File: src/rtl/risc5_bus_pkg.sv
// risc5_bus_pkg: shared FSM states, halfword phase constants and strobe-count width
package risc5_bus_pkg;
   typedef enum logic [2:0] {IDLE, SETUP, STROBE, HOLD, DONE} state_t;
   localparam logic PH_LO  = 1'b0;
   localparam logic PH_HI  = 1'b1;
   localparam int   WAIT_W = 4;
endpackage

File: src/rtl/sram_strobe_timer.sv
// sram_strobe_timer: loads the strobe length, counts down, flags the final strobe cycle
module sram_strobe_timer
   import risc5_bus_pkg::*;
(
   input  logic              clk,
   input  logic              rst,
   input  logic              i_load,
   input  logic [WAIT_W-1:0] i_wait,
   output logic              o_last
);
   logic [WAIT_W-1:0] r_cnt;
   always_ff @(posedge clk)
      if (rst) r_cnt <= '0;
      else if (i_load) r_cnt <= i_wait;
      else if (r_cnt != '0) r_cnt <= r_cnt - 1'b1;
   assign o_last = (r_cnt == WAIT_W'(1));
endmodule

File: src/rtl/risc5_sram_responder.sv
// risc5_sram_responder: serves RISC5 word/byte bus accesses from a 16-bit async SRAM
module risc5_sram_responder
   import risc5_bus_pkg::*;
#(
   parameter int SRAM_AW = 19,
   parameter int WAIT    = 2
) (
   input  logic               clk,
   input  logic               rst,
   input  logic               req,
   input  logic               req_we,
   input  logic [23:0]        adr,
   input  logic               ben,
   input  logic [31:0]        outbus,
   input  logic               rd,
   input  logic               wr,
   output logic [31:0]        inbus,
   output logic               stallX,
   output logic [SRAM_AW-1:0] sram_a,
   output logic [15:0]        sram_d_o,
   input  logic [15:0]        sram_d_i,
   output logic               sram_d_oe,
   output logic               sram_ce_n,
   output logic               sram_oe_n,
   output logic               sram_we_n,
   output logic               sram_ub_n,
   output logic               sram_lb_n
);
   state_t r_state, w_next;
   logic   r_ph, r_we, r_ben;
   logic   w_start, w_ph, w_we, w_ben, w_more, w_act, w_strobe, w_last, w_unused;
   // The IDLE cycle that sees req doubles as the first SETUP, so no cycle is lost to decode.
   assign w_start  = (r_state == IDLE) & req;
   assign w_ph     = (r_state == IDLE) ? (ben ? adr[1] : PH_LO) : r_ph;
   assign w_we     = (r_state == IDLE) ? req_we : r_we;
   assign w_ben    = (r_state == IDLE) ? ben : r_ben;
   assign w_more   = ~w_ben & (w_ph == PH_LO);
   assign w_act    = ~rst & (w_start | (r_state inside {SETUP, STROBE, HOLD}));
   assign w_strobe = w_act & (r_state == STROBE);
   assign w_unused = ^adr[23:SRAM_AW+1];
   sram_strobe_timer u_timer (
      .clk    (clk),
      .rst    (rst),
      .i_load (w_start | (r_state == SETUP)),
      .i_wait (WAIT_W'(WAIT)),
      .o_last (w_last)
   );
   always_comb begin
      w_next = r_state;
      unique case (r_state)
         IDLE:    w_next = req ? STROBE : IDLE;
         SETUP:   w_next = STROBE;
         STROBE:  w_next = !w_last ? STROBE : r_we ? HOLD : w_more ? SETUP : DONE;
         HOLD:    w_next = w_more ? SETUP : DONE;
         DONE:    w_next = (rd | wr | ~req) ? IDLE : DONE;
         default: w_next = IDLE;
      endcase
   end
   always_ff @(posedge clk)
      if (rst) begin
         r_state <= IDLE;
         r_ph    <= PH_LO;
         r_we    <= 1'b0;
         r_ben   <= 1'b0;
         inbus   <= '0;
      end else begin
         r_state <= w_next;
         if (w_start) begin
            r_ph  <= w_ph;
            r_we  <= req_we;
            r_ben <= ben;
         end else if (w_next == SETUP) r_ph <= PH_HI;
         if ((r_state == STROBE) & w_last & ~r_we) begin
            if (r_ph == PH_HI) inbus[31:16] <= sram_d_i;
            else inbus[15:0] <= sram_d_i;
         end
      end
   // Byte reads enable both lanes; the CPU picks the byte.
   assign stallX    = req & (r_state != DONE) & ~rst;
   assign sram_ce_n = ~w_act;
   assign sram_oe_n = ~(w_strobe & ~w_we);
   assign sram_we_n = ~(w_strobe & w_we);
   assign sram_d_oe = w_act & w_we;
   assign sram_ub_n = ~w_act | (w_we & w_ben & ~adr[0]);
   assign sram_lb_n = ~w_act | (w_we & w_ben & adr[0]);
   assign sram_a    = w_act ? {adr[SRAM_AW:2], w_ph} : '0;
   assign sram_d_o  = (w_ph == PH_HI) ? outbus[31:16] : outbus[15:0];
endmodule
File: config.mk
export PLATFORM = sky130hd
export DESIGN_NAME = risc5_sram_responder
export DESIGN_NICKNAME = d
export VERILOG_FILES = /design/src/rtl/risc5_bus_pkg.sv /design/src/rtl/sram_strobe_timer.sv /design/src/rtl/risc5_sram_responder.sv
export SDC_FILE = /design/constraint.sdc
export NUM_CORES = 1
export LEC_CHECK = 0
export ABC_AREA = 1
export BUFFER_PORTS_ARGS = -buffer_cell sky130_fd_sc_hd__buf_2
export CORE_MARGIN = 4
export CORE_UTILIZATION = 41
export CTS_CLUSTER_DIAMETER = 80
export CTS_CLUSTER_SIZE = 30
export DETAILED_ROUTE_END_ITERATION = 10
export GPL_ROUTABILITY_DRIVEN = 0
export MAX_ROUTING_LAYER = met4
export PLACE_DENSITY_LB_ADDON = 0.12
export SYNTH_ARGS = -nofsm -noshare
export SYNTH_HDL_FRONTEND = slang
export SYNTH_SLANG_ARGS = --single-unit
File: constraint.sdc
create_clock -name clk -period 1.7 [get_ports clk]
set_clock_uncertainty 0.2 [all_clocks]
set_input_delay 0.085 -clock clk [delete_from_list [all_inputs] [get_ports clk]]
set_output_delay 0.085 -clock clk [all_outputs]
set_load 0.02 [all_outputs]
# Yosys cells after proc, flatten, opt, wreduce, memory -nomap -nowiden
# Index checks and enable logic that the tools add are counted.
# op_classes
reduce_logical,8
n_mux,16
eq_ne,7
bitwise,31
n_addsub,1
# ops
cell,n
19-bit two-way mux,1
16-bit two-way mux,1
3-bit one-hot mux with 5 select lines,1
1-bit AND,14
3-bit two-way mux,4
1-bit inverter,11
"3-bit by 1-bit == test with 1-bit output, second input constant",2
"3-bit by 2-bit == test with 1-bit output, second input constant",2
1-bit two-way mux,6
2-bit two-way mux,3
1-bit OR,6
"4-bit by 1-bit == test with 1-bit output, second input constant",1
2-bit AND reduction,2
2-bit nonzero test,2
4-bit nonzero test,1
"4-bit by 1-bit subtractor with 4-bit output, second input constant",1
"3-bit == test, second input constant",1
3-bit logical NOT,1
"3-bit != test, second input constant",1
3-bit nonzero test,1
2-bit OR reduction,1
# word_totals
output_inout_bits,74
register_bits,42
elab_cells,71
input_bits,79

# Logic depth before layout (Yosys ltp)
# depth
word_depth,11
mapped_depth,9

# Modules after synthesis
# From an unflattened synthesis, not the netlist that was laid out.
# unflattened
hier_cells,346
area_unflattened_um2,2244.7
# by_module_without_submodules
module,seq_area_each_um2,n_inst,cells_per_inst,area_per_inst_um2
risc5_sram_responder,760.7,1,305,1968.1
sram_strobe_timer,80.1,1,41,276.5

# Worst setup path before layout
# OpenSTA, ideal clock, no wires.
# synth_timing
path_type,reg2out
start,register r_state[1]
end,output sram_we_n
arrival_ns,1.451
slack_ns,-0.036
n_path_buf,0
stages_incl_launch_ff,6
required_time_ns,1.415
path_cell_list,dfxtp_1 -> nor2_4 -> a211oi_2 -> inv_1 -> nor2_1 -> nand2_1
# synth_between
elab_chain_len,7
elab_cells_between_ends,12
# synth_rtl
item,line,rtl
from (decl),risc5_sram_responder.sv:29,"state_t r_state, w_next;"
from (signal assigned),risc5_sram_responder.sv:67,r_state <= w_next;
"3-bit by 1-bit == test with 1-bit output, or another cell as far along",risc5_sram_responder.sv:38,"assign w_act = ~rst & (w_start | (r_state inside {SETUP, STROBE, HOLD}));"
3-bit nonzero test / 1-bit AND (equally long branches),"risc5_sram_responder.sv:38, risc5_sram_responder.sv:33",
1-bit OR,risc5_sram_responder.sv:38,
1-bit AND,risc5_sram_responder.sv:38,
1-bit AND,risc5_sram_responder.sv:39,assign w_strobe = w_act & (r_state == STROBE);
1-bit AND (*),risc5_sram_responder.sv:82,assign sram_we_n = ~(w_strobe & w_we);
1-bit inverter (*),risc5_sram_responder.sv:82,
to (decl),risc5_sram_responder.sv:25,"output logic sram_we_n,"
# Mark *: on every way between the ends. The rest lies on a longest branch, timed or not.

# Final worst setup path
# layout_timing
start,register r_state[1]
end,output sram_d_o[15]
# layout_between
elab_chain_len,3
# layout_rtl
item,line,rtl
3-bit logical NOT,risc5_sram_responder.sv:34,assign w_ph = (r_state == IDLE) ? (ben ? adr[1] : PH_LO) : r_ph;
1-bit two-way mux,risc5_sram_responder.sv:34,
16-bit two-way mux,risc5_sram_responder.sv:87,assign sram_d_o = (w_ph == PH_HI) ? outbus[31:16] : outbus[15:0];
to (decl),risc5_sram_responder.sv:20,"output logic [15:0] sram_d_o,"
# Every way passes these cells.

==> flow_summary_export.csv <==
group,metric,value,unit
run_status,status,"finished with violations",
run_status,failing_checks,"setup timing",
layout,fraction_of_final_layout_cells_sized_beyond_drive_strength_1,0.386,
worst_setup_path,cp.required,1.41,ns
grt,grt_max_degree,36,
grt,vias_in_the_first_global_route,2523,
run,maxCapViolations,0,
clock_network,worst_setup_hold_path_clk_slew,0.08,ns
layout,area_growth,57.4,%
worst_setup_path,critical_path.endpoint,"sram_d_o[15]",
clock_network,worst_skew_pair.late_latency,0.30,ns
sta,max-slew-margin-rel,0.813,
clock_network,tritoncts,"yes",
pwr,net_sw_frac,0.316,
worst_setup_path,timing.critical_path.arrival,1.52,ns
place,dp_worst_setup_slack,0.0297,ns
grt,globalRouteTotalUtil,0.230,
place,dp.final_hpwl,5290,µm
place,placement.io_buffers,148,
layout,finish.net_count,570,
worst_setup_path,critical_path.slowest_cell,"sky130_fd_sc_hd__dfxtp_2",
logic_synthesis,instance_count_of_the_mapped_netlist,319,
logic_synthesis,syn_nets,398,
place,post_placement_cell_count,527,
min_path,origin_of_the_worst_min_delay_path,"req",
worst_setup_path,worstPathMaxFanout,17,
logic_synthesis,syn-cell-area,2120,µm²
layout,count_of_non_filler_cells_in_the_finished_layout,559,
place,placement_stage_cell_area,2870,µm²
detailed_routing,route.detailed.vias_per_inst,4.56,
die,core.rowCount,25,
sta,max_slew.worst_pin.slew,0.278,ns
worst_setup_path,startpoint,"r_state[1]",
worst_setup_path,cp.buffers_inverters,2,
die,pin_count,153,
sta,timing.final.setup_violations,21,
clock_network,htree_num_levels,2,
pwr,peakVddDrop,0.967,mV
worst_setup_path,timing.critical_path.max_delay_family,"simple AND/OR/NAND/NOR gates",
sta,hold_violations,0,
clock_network,numCtsBuffers,5,
worst_setup_path,worstSetupPathDepth,8,
layout,final_cell_area,3340,µm²
sta,final_period_minus_worst_setup_slack,1.80,ns
die,placeableCoreArea,4880,µm²
pwr,power_frac_clock,0.307,
sta,fin_crit_sh,1.06,
sta,fmax,0.554,GHz
sta,grt_setup_unrepaired,"yes",
logic_synthesis,yosys_register_bits,42,
pwr,report.power.total,2.59,mW
detailed_routing,via_count,2548,
pwr,net-switching-power,0.819,mW
die,die_area,6380,µm²
layout,diodes,0,
worst_setup_path,largest_incremental_delay_on_the_critical_path,0.34,ns
worst_setup_path,crit_path_start_kind,"flop",
worst_setup_path,worst_setup_path_end_kind,"output pin",
detailed_routing,postRouteAntennaNets,0,
sta,final_setup_slack_of_the_worst_path,-0.105,ns
worst_setup_path,critical_path_class,"flop to output pin",
pwr,power_density_of_the_placed_cells,777,nW/µm²
pwr,static-leakage-power,1.82,nW
min_path,timing.hold.worst.class,"input port to flop",
detailed_routing,wire_per_inst,12.9,µm
logic_synthesis,ys_warn_count,0,
grt,antenna_found_initial,0,
worst_setup_path,cell_depth_of_the_worst_flop_to_flop_path,8,
worst_setup_path,r2r-end,"inbus[25]",
worst_setup_path,critical_register_to_register_path_startpoint,"r_state[0]",
die,die_width,79.9,µm
pwr,p_int,1.77,mW
die,floorplan.initialDensity,0.434,
pwr,power_frac_seq,0.397,
worst_setup_path,timing.critical_path.cells,"nor2_4, nand2_4, nand2_2, nand2_4, buf_12, nand2_1, nand2_1, buf_4",
die,die_height,79.9,µm
clock_network,cts_max_path_buffers,2,
clock_network,clock_tree.root_cell,"sky130_fd_sc_hd__clkbuf_8",
layout,fillCellCount,447,
detailed_routing,route.detailed.drc,0,
sta,timing_max_transition_violations_final,0,
worst_setup_path,setup.reg_to_reg.worst_slack,0.05,ns
logic_synthesis,synth.distinct_cells,28,
logic_synthesis,avgSynthCellArea,6.64,µm²
pwr,combinationalPowerShare,0.296,
detailed_routing,drt_first_pass_iters,5,
grt,grt_overflow,0,
logic_synthesis,ys_seq_area_frac,0.397,
detailed_routing,wl,7200,µm
detailed_routing,detail_route.iter0.violations,65,
grt,grt_pass1_wl,11400,µm
clock_network,clkSinkCount,42,
[metrics by stage]
stage / setup TNS, ns / util / hold WS [ns]
6_report: -1.68 / 0.684 / 0.0100
5_1_grt: -4.47 / 0.684 / 0.0427
4_1_cts: -2.89 / 0.671 / 0.00746
3_5_place_dp: 0 / 0.588 / 0.146
3_3_place_gp: 0 / 0.588 / 0.139
2_1_floorplan: 0 / - / 0.0307
[power groups by stage]
stage	logic, mW	registers, mW	clock network (mW)
floorplan	0.396	1.07	0
CTS	0.737	1.03	0.814
global route	0.843	1.03	0.861
detailed placement	0.655	1.05	0
finish	0.767	1.03	0.796
global placement	0.647	1.05	0
[cells by family after synthesis]
| kind of cell | synth area share |
|---|---|
| xor gates and xnor gates | 0.00413 |
| DFF | 0.397 |
| buffers and inverters | 0.126 |
| AOI/OAI and AO/OA | 0.120 |
| and+or+nand+nor | 0.354 |
[cells in the final DEF (no fill, tap or decap), types with 5 or more instances in the layout]
cell type | Yosys | layout
sky130_fd_sc_hd__buf_2 | 2 | 134
sky130_fd_sc_hd__nor2_1 | 93 | 91
sky130_fd_sc_hd__nand2_1 | 63 | 61
sky130_fd_sc_hd__dfxtp_1 | 42 | 39
sky130_fd_sc_hd__inv_1 | 34 | 33
sky130_fd_sc_hd__o21ai_1 | 20 | 24
sky130_fd_sc_hd__dlygate4sd3_1 | 0 | 22
sky130_fd_sc_hd__buf_4 | 1 | 16
sky130_fd_sc_hd__o21ai_0 | 21 | 15
sky130_fd_sc_hd__nand3_1 | 7 | 6
sky130_fd_sc_hd__clkbuf_8 | 0 | 5
[per-layer routing]
metal,global-route usage,vias up,routed length (µm)
met5,-,-,0
met4,0.0929,0,226
li1,-,1327,-
met3,0.0655,28,700
met1,0.231,1081,2690
met2,0.416,112,3580
[worst reg2reg max path, cell delays in order, from the launching register on]
cell and delay (ns):
sky130_fd_sc_hd__dfxtp_4 0.36, sky130_fd_sc_hd__buf_4 0.14, sky130_fd_sc_hd__inv_1 0.08, sky130_fd_sc_hd__nand3_4 0.11, sky130_fd_sc_hd__nor2_4 0.18, sky130_fd_sc_hd__nand2_4 0.18
sky130_fd_sc_hd__inv_8 0.16, sky130_fd_sc_hd__nor2_1 0.06, sky130_fd_sc_hd__nor2_1 0.11
[synth_stat cells]
library cell | count | area, µm²
sky130_fd_sc_hd__nor4_1 | 1 | 6.26
sky130_fd_sc_hd__buf_6 | 4 | 45.0
sky130_fd_sc_hd__nor2_1 | 93 | 349
sky130_fd_sc_hd__o21ai_0 | 21 | 105
sky130_fd_sc_hd__xor2_1 | 1 | 8.76
sky130_fd_sc_hd__nand2_2 | 1 | 6.26
sky130_fd_sc_hd__inv_2 | 2 | 7.51
sky130_fd_sc_hd__a21oi_1 | 4 | 20.0
sky130_fd_sc_hd__inv_6 | 2 | 17.5
sky130_fd_sc_hd__a211oi_2 | 1 | 12.5
sky130_fd_sc_hd__nand3_4 | 1 | 17.5
sky130_fd_sc_hd__nand3_1 | 7 | 35.0
sky130_fd_sc_hd__nor2_4 | 2 | 22.5
sky130_fd_sc_hd__dfxtp_1 | 42 | 841
sky130_fd_sc_hd__nand2_1 | 63 | 236
sky130_fd_sc_hd__buf_12 | 2 | 40.0
sky130_fd_sc_hd__nand2_4 | 3 | 33.8
sky130_fd_sc_hd__o21ai_1 | 20 | 100
sky130_fd_sc_hd__or2_2 | 1 | 6.26
sky130_fd_sc_hd__nand3_2 | 1 | 10.0
sky130_fd_sc_hd__nor3_1 | 4 | 20.0
sky130_fd_sc_hd__a211oi_1 | 1 | 7.51
sky130_fd_sc_hd__clkbuf_1 | 3 | 11.3
sky130_fd_sc_hd__a211o_1 | 1 | 8.76
sky130_fd_sc_hd__inv_1 | 34 | 128
sky130_fd_sc_hd__buf_4 | 1 | 7.51
sky130_fd_sc_hd__buf_2 | 2 | 10.0
sky130_fd_sc_hd__nor2_2 | 1 | 6.26
[flip-flops by register name, indices dropped and copies added, names as in the netlist]
register and cells:
inbus 32, r_state 3, r_ph 1, r_ben 1
r_we 1, u_timer.r_cnt 4
[final cells by class]
class / instances / area (µm²) / share of cell area
Clock buffer: 5 / 68.8 / 0.0206
Clock inverter: 3 / 43.8 / 0.0131
Inverter: 38 / 165 / 0.0495
Multi-Input combinational cell: 227 / 1050 / 0.315
Sequential cell: 42 / 847 / 0.254
Tap cell: 67 / 83.8 / 0.0251
Timing Repair Buffer: 177 / 1080 / 0.323
[how the worst min path moves through the flow]
stage / cells past startpoint / slack, ns / to
4_1_cts: 3 / 0.007 / r_we
5_1_grt: 3 / 0.04 / r_we
2_1_floorplan: 2 / 0.03 / inbus[10]
3_5_place_dp: 3 / 0.15 / inbus[7]
3_3_place_gp: 3 / 0.14 / inbus[30]
6_report: 3 / 0.01 / r_we
[what timing repair did]
action / in CTS / in global routing
pin swaps: 1 / 4
hold buffers: 22 / 0
hold endpoints to repair: 38 / 0
setup endpoints to repair: 41 / 74
gates resized for setup: 26 / 20
buffers inserted: 1 / 1
No activity file was read; power rests on OpenSTA's default activity.
